## config.mk

```make
export PLATFORM = sky130hd
export DESIGN_NAME = spi_sample_transmitter
export DESIGN_NICKNAME = d
export VERILOG_FILES = /design/src/rtl/spi_sample_transmitter.sv
export SDC_FILE = /design/constraint.sdc
export NUM_CORES = 1
export LEC_CHECK = 0
export CORE_MARGIN = 2
export CORE_UTILIZATION = 61
export DETAILED_ROUTE_END_ITERATION = 6
export GPL_ROUTABILITY_DRIVEN = 0
export GPL_TIMING_DRIVEN = 0
export HOLD_SLACK_MARGIN = 0.06
export PLACE_DENSITY = 0.83
export SLEW_MARGIN = 40
export SYNTH_ARGS = -nofsm -noshare
export SYNTH_HDL_FRONTEND = slang
export SYNTH_SLANG_ARGS = --single-unit
```

## constraint.sdc

```tcl
create_clock -name s_clk -period 4.3 [get_ports s_clk]
set_input_delay 0.645 -clock s_clk [delete_from_list [all_inputs] [get_ports s_clk]]
set_output_delay 0.645 -clock s_clk [all_outputs]
set_load 0.02 [all_outputs]
```

## src/rtl/spi_sample_transmitter.sv

```systemverilog
// spi_sample_transmitter: FIFO-buffered parallel-to-SPI sample serialiser (active-low CS, MSB first)
// Ports:
//   s_clk, reset          shared serial clock, asynchronous active-low reset
//   in_sample/in_valid    upstream sample offer; in_ready = FIFO not full
//   clear_overflow        synchronous clear of the sticky overflow flag
//   spi_chip_select/mosi  registered SPI frame outputs
//   busy, frame_done      FSM activity, one-cycle end-of-frame pulse
//   fifo_count, overflow  queue occupancy, sticky dropped-sample flag
module spi_sample_transmitter #(
  parameter int DATA_WIDTH = 12,
  parameter int FIFO_DEPTH = 4,
  parameter int GAP_CYCLES = 2
) (
  input  logic                                 s_clk,
  input  logic                                 reset,
  input  logic [DATA_WIDTH-1:0]                in_sample,
  input  logic                                 in_valid,
  output logic                                 in_ready,
  input  logic                                 clear_overflow,
  output logic                                 spi_chip_select,
  output logic                                 spi_mosi,
  output logic                                 busy,
  output logic                                 frame_done,
  output logic [$clog2(FIFO_DEPTH+1)-1:0]      fifo_count,
  output logic                                 overflow
);
  localparam int AW = $clog2(FIFO_DEPTH);
  localparam int BW = $clog2(DATA_WIDTH);
  localparam int GW = GAP_CYCLES > 1 ? $clog2(GAP_CYCLES) : 1;
  localparam int CW = $clog2(FIFO_DEPTH + 1);
  typedef enum logic [1:0] {IDLE, SHIFT, GAP} state_t;
  state_t state, state_d;
  logic [DATA_WIDTH-1:0] mem [FIFO_DEPTH];
  logic [AW-1:0] wr_ptr, rd_ptr;
  logic [DATA_WIDTH-1:0] shreg, shreg_d, head;
  logic [BW-1:0] bit_cnt, bit_d;
  logic [GW-1:0] gap_cnt, gap_d;
  logic cs_d, mosi_d, done_d, push, pop;
  assign in_ready = fifo_count < CW'(FIFO_DEPTH);
  assign push = in_valid && in_ready;
  assign head = mem[rd_ptr];
  // a frame starts from IDLE or straight out of an expired gap, whenever data is queued
  assign pop = fifo_count != '0 && (state == IDLE || (state == GAP && gap_cnt == '0));
  assign busy = state != IDLE;
  always_comb begin
    state_d = state;
    shreg_d = shreg;
    bit_d = bit_cnt;
    gap_d = gap_cnt;
    cs_d = spi_chip_select;
    mosi_d = spi_mosi;
    done_d = 1'b0;
    if (pop) begin
      state_d = SHIFT;
      cs_d = 1'b0;
      mosi_d = head[DATA_WIDTH-1];
      shreg_d = head << 1;
      bit_d = BW'(DATA_WIDTH - 1);
    end else if (state == SHIFT && bit_cnt != '0) begin
      mosi_d = shreg[DATA_WIDTH-1];
      shreg_d = shreg << 1;
      bit_d = bit_cnt - BW'(1);
    end else if (state == SHIFT) begin
      state_d = GAP;
      cs_d = 1'b1;
      mosi_d = 1'b0;
      done_d = 1'b1;
      gap_d = GW'(GAP_CYCLES - 1);
    end else if (state == GAP && gap_cnt != '0) begin
      gap_d = gap_cnt - GW'(1);
    end else if (state == GAP) begin
      state_d = IDLE;
    end
  end
  always_ff @(posedge s_clk or negedge reset) begin
    if (!reset) begin
      state <= IDLE;
      shreg <= '0;
      bit_cnt <= '0;
      gap_cnt <= '0;
      spi_chip_select <= 1'b1;
      spi_mosi <= 1'b0;
      frame_done <= 1'b0;
      fifo_count <= '0;
      overflow <= 1'b0;
      wr_ptr <= '0;
      rd_ptr <= '0;
    end else begin
      state <= state_d;
      shreg <= shreg_d;
      bit_cnt <= bit_d;
      gap_cnt <= gap_d;
      spi_chip_select <= cs_d;
      spi_mosi <= mosi_d;
      frame_done <= done_d;
      fifo_count <= fifo_count + CW'(push) - CW'(pop);
      // a new overflow in the same cycle as a clear takes priority
      overflow <= (in_valid && !in_ready) || (overflow && !clear_overflow);
      if (push) wr_ptr <= wr_ptr + AW'(1);
      if (pop) rd_ptr <= rd_ptr + AW'(1);
    end
  end
  always_ff @(posedge s_clk) begin
    if (push) mem[wr_ptr] <= in_sample;
  end
endmodule

```

==> impl_metrics.env <==
export IMPL_die_area_um2=5760
export IMPL_dr_pass1_iters=4
export IMPL_grt_antenna_before_repair=0
export IMPL_die_w_um=75.9
export IMPL_max_freq_mhz=384
export IMPL_fin_total_pwr_w=0.00241
export IMPL_use_met2_pct=34.0
export IMPL_switching_share_pct=30.9
export IMPL_async_flop_share_pct=37.7
export IMPL_ys_seq_area_share_pct=68.8
export IMPL_routedWlPerCell_um=18.1
export IMPL_clockPowerShare_pct=21.7
export IMPL_io_buffers=24
export IMPL_fin_tns_setup_ns=0
export IMPL_combPwrFrac_pct=33.3
export IMPL_cts_max_level=3
export IMPL_syn_area_um2=3150
export IMPL_rsz0062_at_grt="false"
export IMPL_grt_pass1_wl_mm=8.29
export IMPL_grt_usage_pct=21.0
export IMPL_crit_path_max_fanout=5
export IMPL_hp_class="input pin to asynchronous set/reset pin"
export IMPL_layout_drive_gt1_share_pct=12.4
export IMPL_clkTransAtPathRegs_ns=0.07
export IMPL_placementRows=26
export IMPL_yosysUniqueCellTypes=37
export IMPL_critical_path_slowest_cell="or3_1"
export IMPL_critPathRequiredTime_ns=4.52
export IMPL_pwr_share_seq_pct=45.1
export IMPL_core_um2=5040
export IMPL_avgSynthCellArea_um2=17.0
export IMPL_maxCapViolations=0
export IMPL_grt_busiest_layer="met2"
export IMPL_worstSetupStartpointType="flop"
export IMPL_synth_edf_count=48
export IMPL_peakVddDrop_mv=0.433
export IMPL_crit_chain="or3_1, nand2_1, inv_1, ha_1, inv_1, ha_1, inv_1, fa_1, xnor2_1, xnor2_1"
export IMPL_arrival_ns=2.83
export IMPL_layout_nets=245
export IMPL_yosys_area_top_type="edfxtp_1"
export IMPL_die_height_um=75.9
export IMPL_clkLatencyLatePin_ns=0.34
export IMPL_ys_flop_type="edfxtp_1"
export IMPL_cts_resized=0
export IMPL_synth_most_common_cell="edfxtp_1"
export IMPL_vias=1690
export IMPL_path_common_cell="inv_1"
export IMPL_remaining_drc_errors=0
export IMPL_grt_pass1_vias=1702
export IMPL_grt_max_degree=30
export IMPL_placed_cell_area_um2=3470
export IMPL_first_iter_violations=138
export IMPL_hold_buffers=0
export IMPL_diodes=0
export IMPL_switchingPower_w=0.000744
export IMPL_met1_usage_pct=26.2
export IMPL_yosysWarnings=0
export IMPL_hold_worst_slack_ns=0.315
export IMPL_clk_path_buf_depth=2
export IMPL_ant_nets=0
export IMPL_power_density_nw_per_um2=658
export IMPL_root_buffer="clkbuf_8"
export IMPL_start_util_pct=62.5
export IMPL_via_per_inst=5.73
export IMPL_max_stage_delay_ns=0.48
export IMPL_crit_cells=10
export IMPL_cp_top_family="adder cells"
export IMPL_pre_cts_slack_ns=1.41
export IMPL_power_leakage_nw=1.45
export IMPL_synthCells=185
export IMPL_met3_usage_pct=5.03
export IMPL_finalClockSkew_ns=0.00848
export IMPL_slew_headroom_pct=57.1
export IMPL_r2r_cells=10
export IMPL_status="complete, no violations"
export IMPL_post_dp_hpwl_mm=3.56
export IMPL_hold_viol_final=0
export IMPL_synth_nets=210
export IMPL_finalInstanceArea_um2=3660
export IMPL_ios=25
export IMPL_cts_tree="yes"
export IMPL_synthTopCellsByCount="edfxtp_1 (48), dfrtp_1 (28), inv_1 (13), and3_1 (11), a221o_1 (10)"
export IMPL_p_int_w=0.00167
export IMPL_finalCritPeriodShare_pct=60.6
export IMPL_period_minus_slack_ns=2.61
export IMPL_synthToLayoutAreaGrowth_pct=16.2
export IMPL_drv_slew=0
export IMPL_cts_setup_buffers=0
export IMPL_r2r_slack_ns=1.69
export IMPL_overflow=0
export IMPL_fillers=314
export IMPL_synthTopCellsByArea="edfxtp_1 (46%), dfrtp_1 (22%), mux4_1 (5.0%), mux4_2 (4.3%), a221o_1 (3.2%)"
export IMPL_setup_viol=0
export IMPL_path_buf_inv=3
export IMPL_synth_top_area_share_pct=45.8
export IMPL_cts_sinks=77
export IMPL_timing_worst_slew_pin_value_ns=0.644
export IMPL_synth_seq_cells=77
export IMPL_critPathKind="flop to flop"
export IMPL_numCtsBuffers=9
export IMPL_drt_total_wl_mm=5.33
export IMPL_crit_path_end_kind="flop"
export IMPL_timing_final_ws_setup_ns=1.69
path summary, 6_finish.rpt:
check | start | to
worst max-delay path | fifo_count[1]$_DFF_PN0_ | fifo_count[2]$_DFF_PN0_
worst min-delay path | reset | bit_cnt[0]$_DFFE_PN0P_
worst max register to register | fifo_count[1]$_DFF_PN0_ | fifo_count[2]$_DFF_PN0_
worst min register to register | shreg[4]$_DFFE_PN0P_ | shreg[5]$_DFFE_PN0P_
max in group asynchronous | reset | fifo_count[0]$_DFF_PN0_
min in group s_clk | shreg[4]$_DFFE_PN0P_ | shreg[5]$_DFFE_PN0P_
cell usage in the layout, fill, tap and decap left out, types with 3 or more instances in the layout:
master           synthesis  final
clkbuf_8                 0     10
mux4_2                   6      6
and2_1                   4      4
ha_1                     8      8
nand3_1                  3      3
clkdlybuf4s50_1          0     23
xnor2_1                  5      5
edfxtp_1                48     48
mux4_1                   6      6
clkbuf_1                 3      7
inv_1                   13     13
buf_6                    3      3
o21ai_0                  7      7
a221o_1                 10     10
and3_1                  11     11
nand2_1                  5      5
dfrtp_1                 28     28
kinds of logic (layout without fill, tap and decap cells):
logic type	count (synthesis)	count (layout)	share of synthesized area (%)
simple gates	34	34	6.28
buf+inv	22	62	3.89
xor+xnor	5	5	1.39
flops	77	77	68.8
fa+ha+maj	9	9	3.81
compound gates	25	25	6.20
mux	13	13	9.61
state kept, by name, summed over array words and instances (netlist names):
signal           flops
shreg               11
rd_ptr               2
fifo_count           3
state                2
frame_done           1
mem                 48
overflow             1
spi_chip_select      1
bit_cnt              4
wr_ptr               2
spi_mosi             1
gap_cnt              1
final cells by class:
type | count | area [µm²] | area share (%)
clock buffer | 14 | 153 | 4.17
timing repair buffer | 24 | 235 | 6.43
sequential | 77 | 2170 | 59.2
inverter | 13 | 48.8 | 1.33
multi-input combinational | 86 | 860 | 23.5
buffer | 9 | 73.8 | 2.02
tap | 70 | 87.6 | 2.39
clock inverter | 2 | 35.0 | 0.957
per-layer routing:
metal  share of wire (%)  routed length (µm)
met5                   0                   0
met4                 2.0                 109
met2                  52                2790
met1                  42                2260
met3                 3.4                 179
power by group through the flow:
stage / sequential (W) / combinational (W) / clock (W)
finish: 0.00109 / 0.000802 / 0.000522
global route: 0.00110 / 0.000885 / 0.000565
floorplan: 0.00110 / 0.000552 / 0
CTS: 0.00109 / 0.000815 / 0.000531
detailed placement: 0.00110 / 0.000811 / 0
global placement: 0.00108 / 0.000767 / 0
metrics by stage:
| stage | cells | util [%] |
|---|---|---|
| 2_1_floorplan | 185 | - |
| 3_3_place_gp | 279 | 69.0 |
| 3_5_place_dp | 279 | 68.9 |
| 4_1_cts | 295 | 72.6 |
| 5_1_grt | 295 | 72.6 |
| 6_report | 295 | 72.6 |
Note: power is estimated with default switching activity, not from simulation.
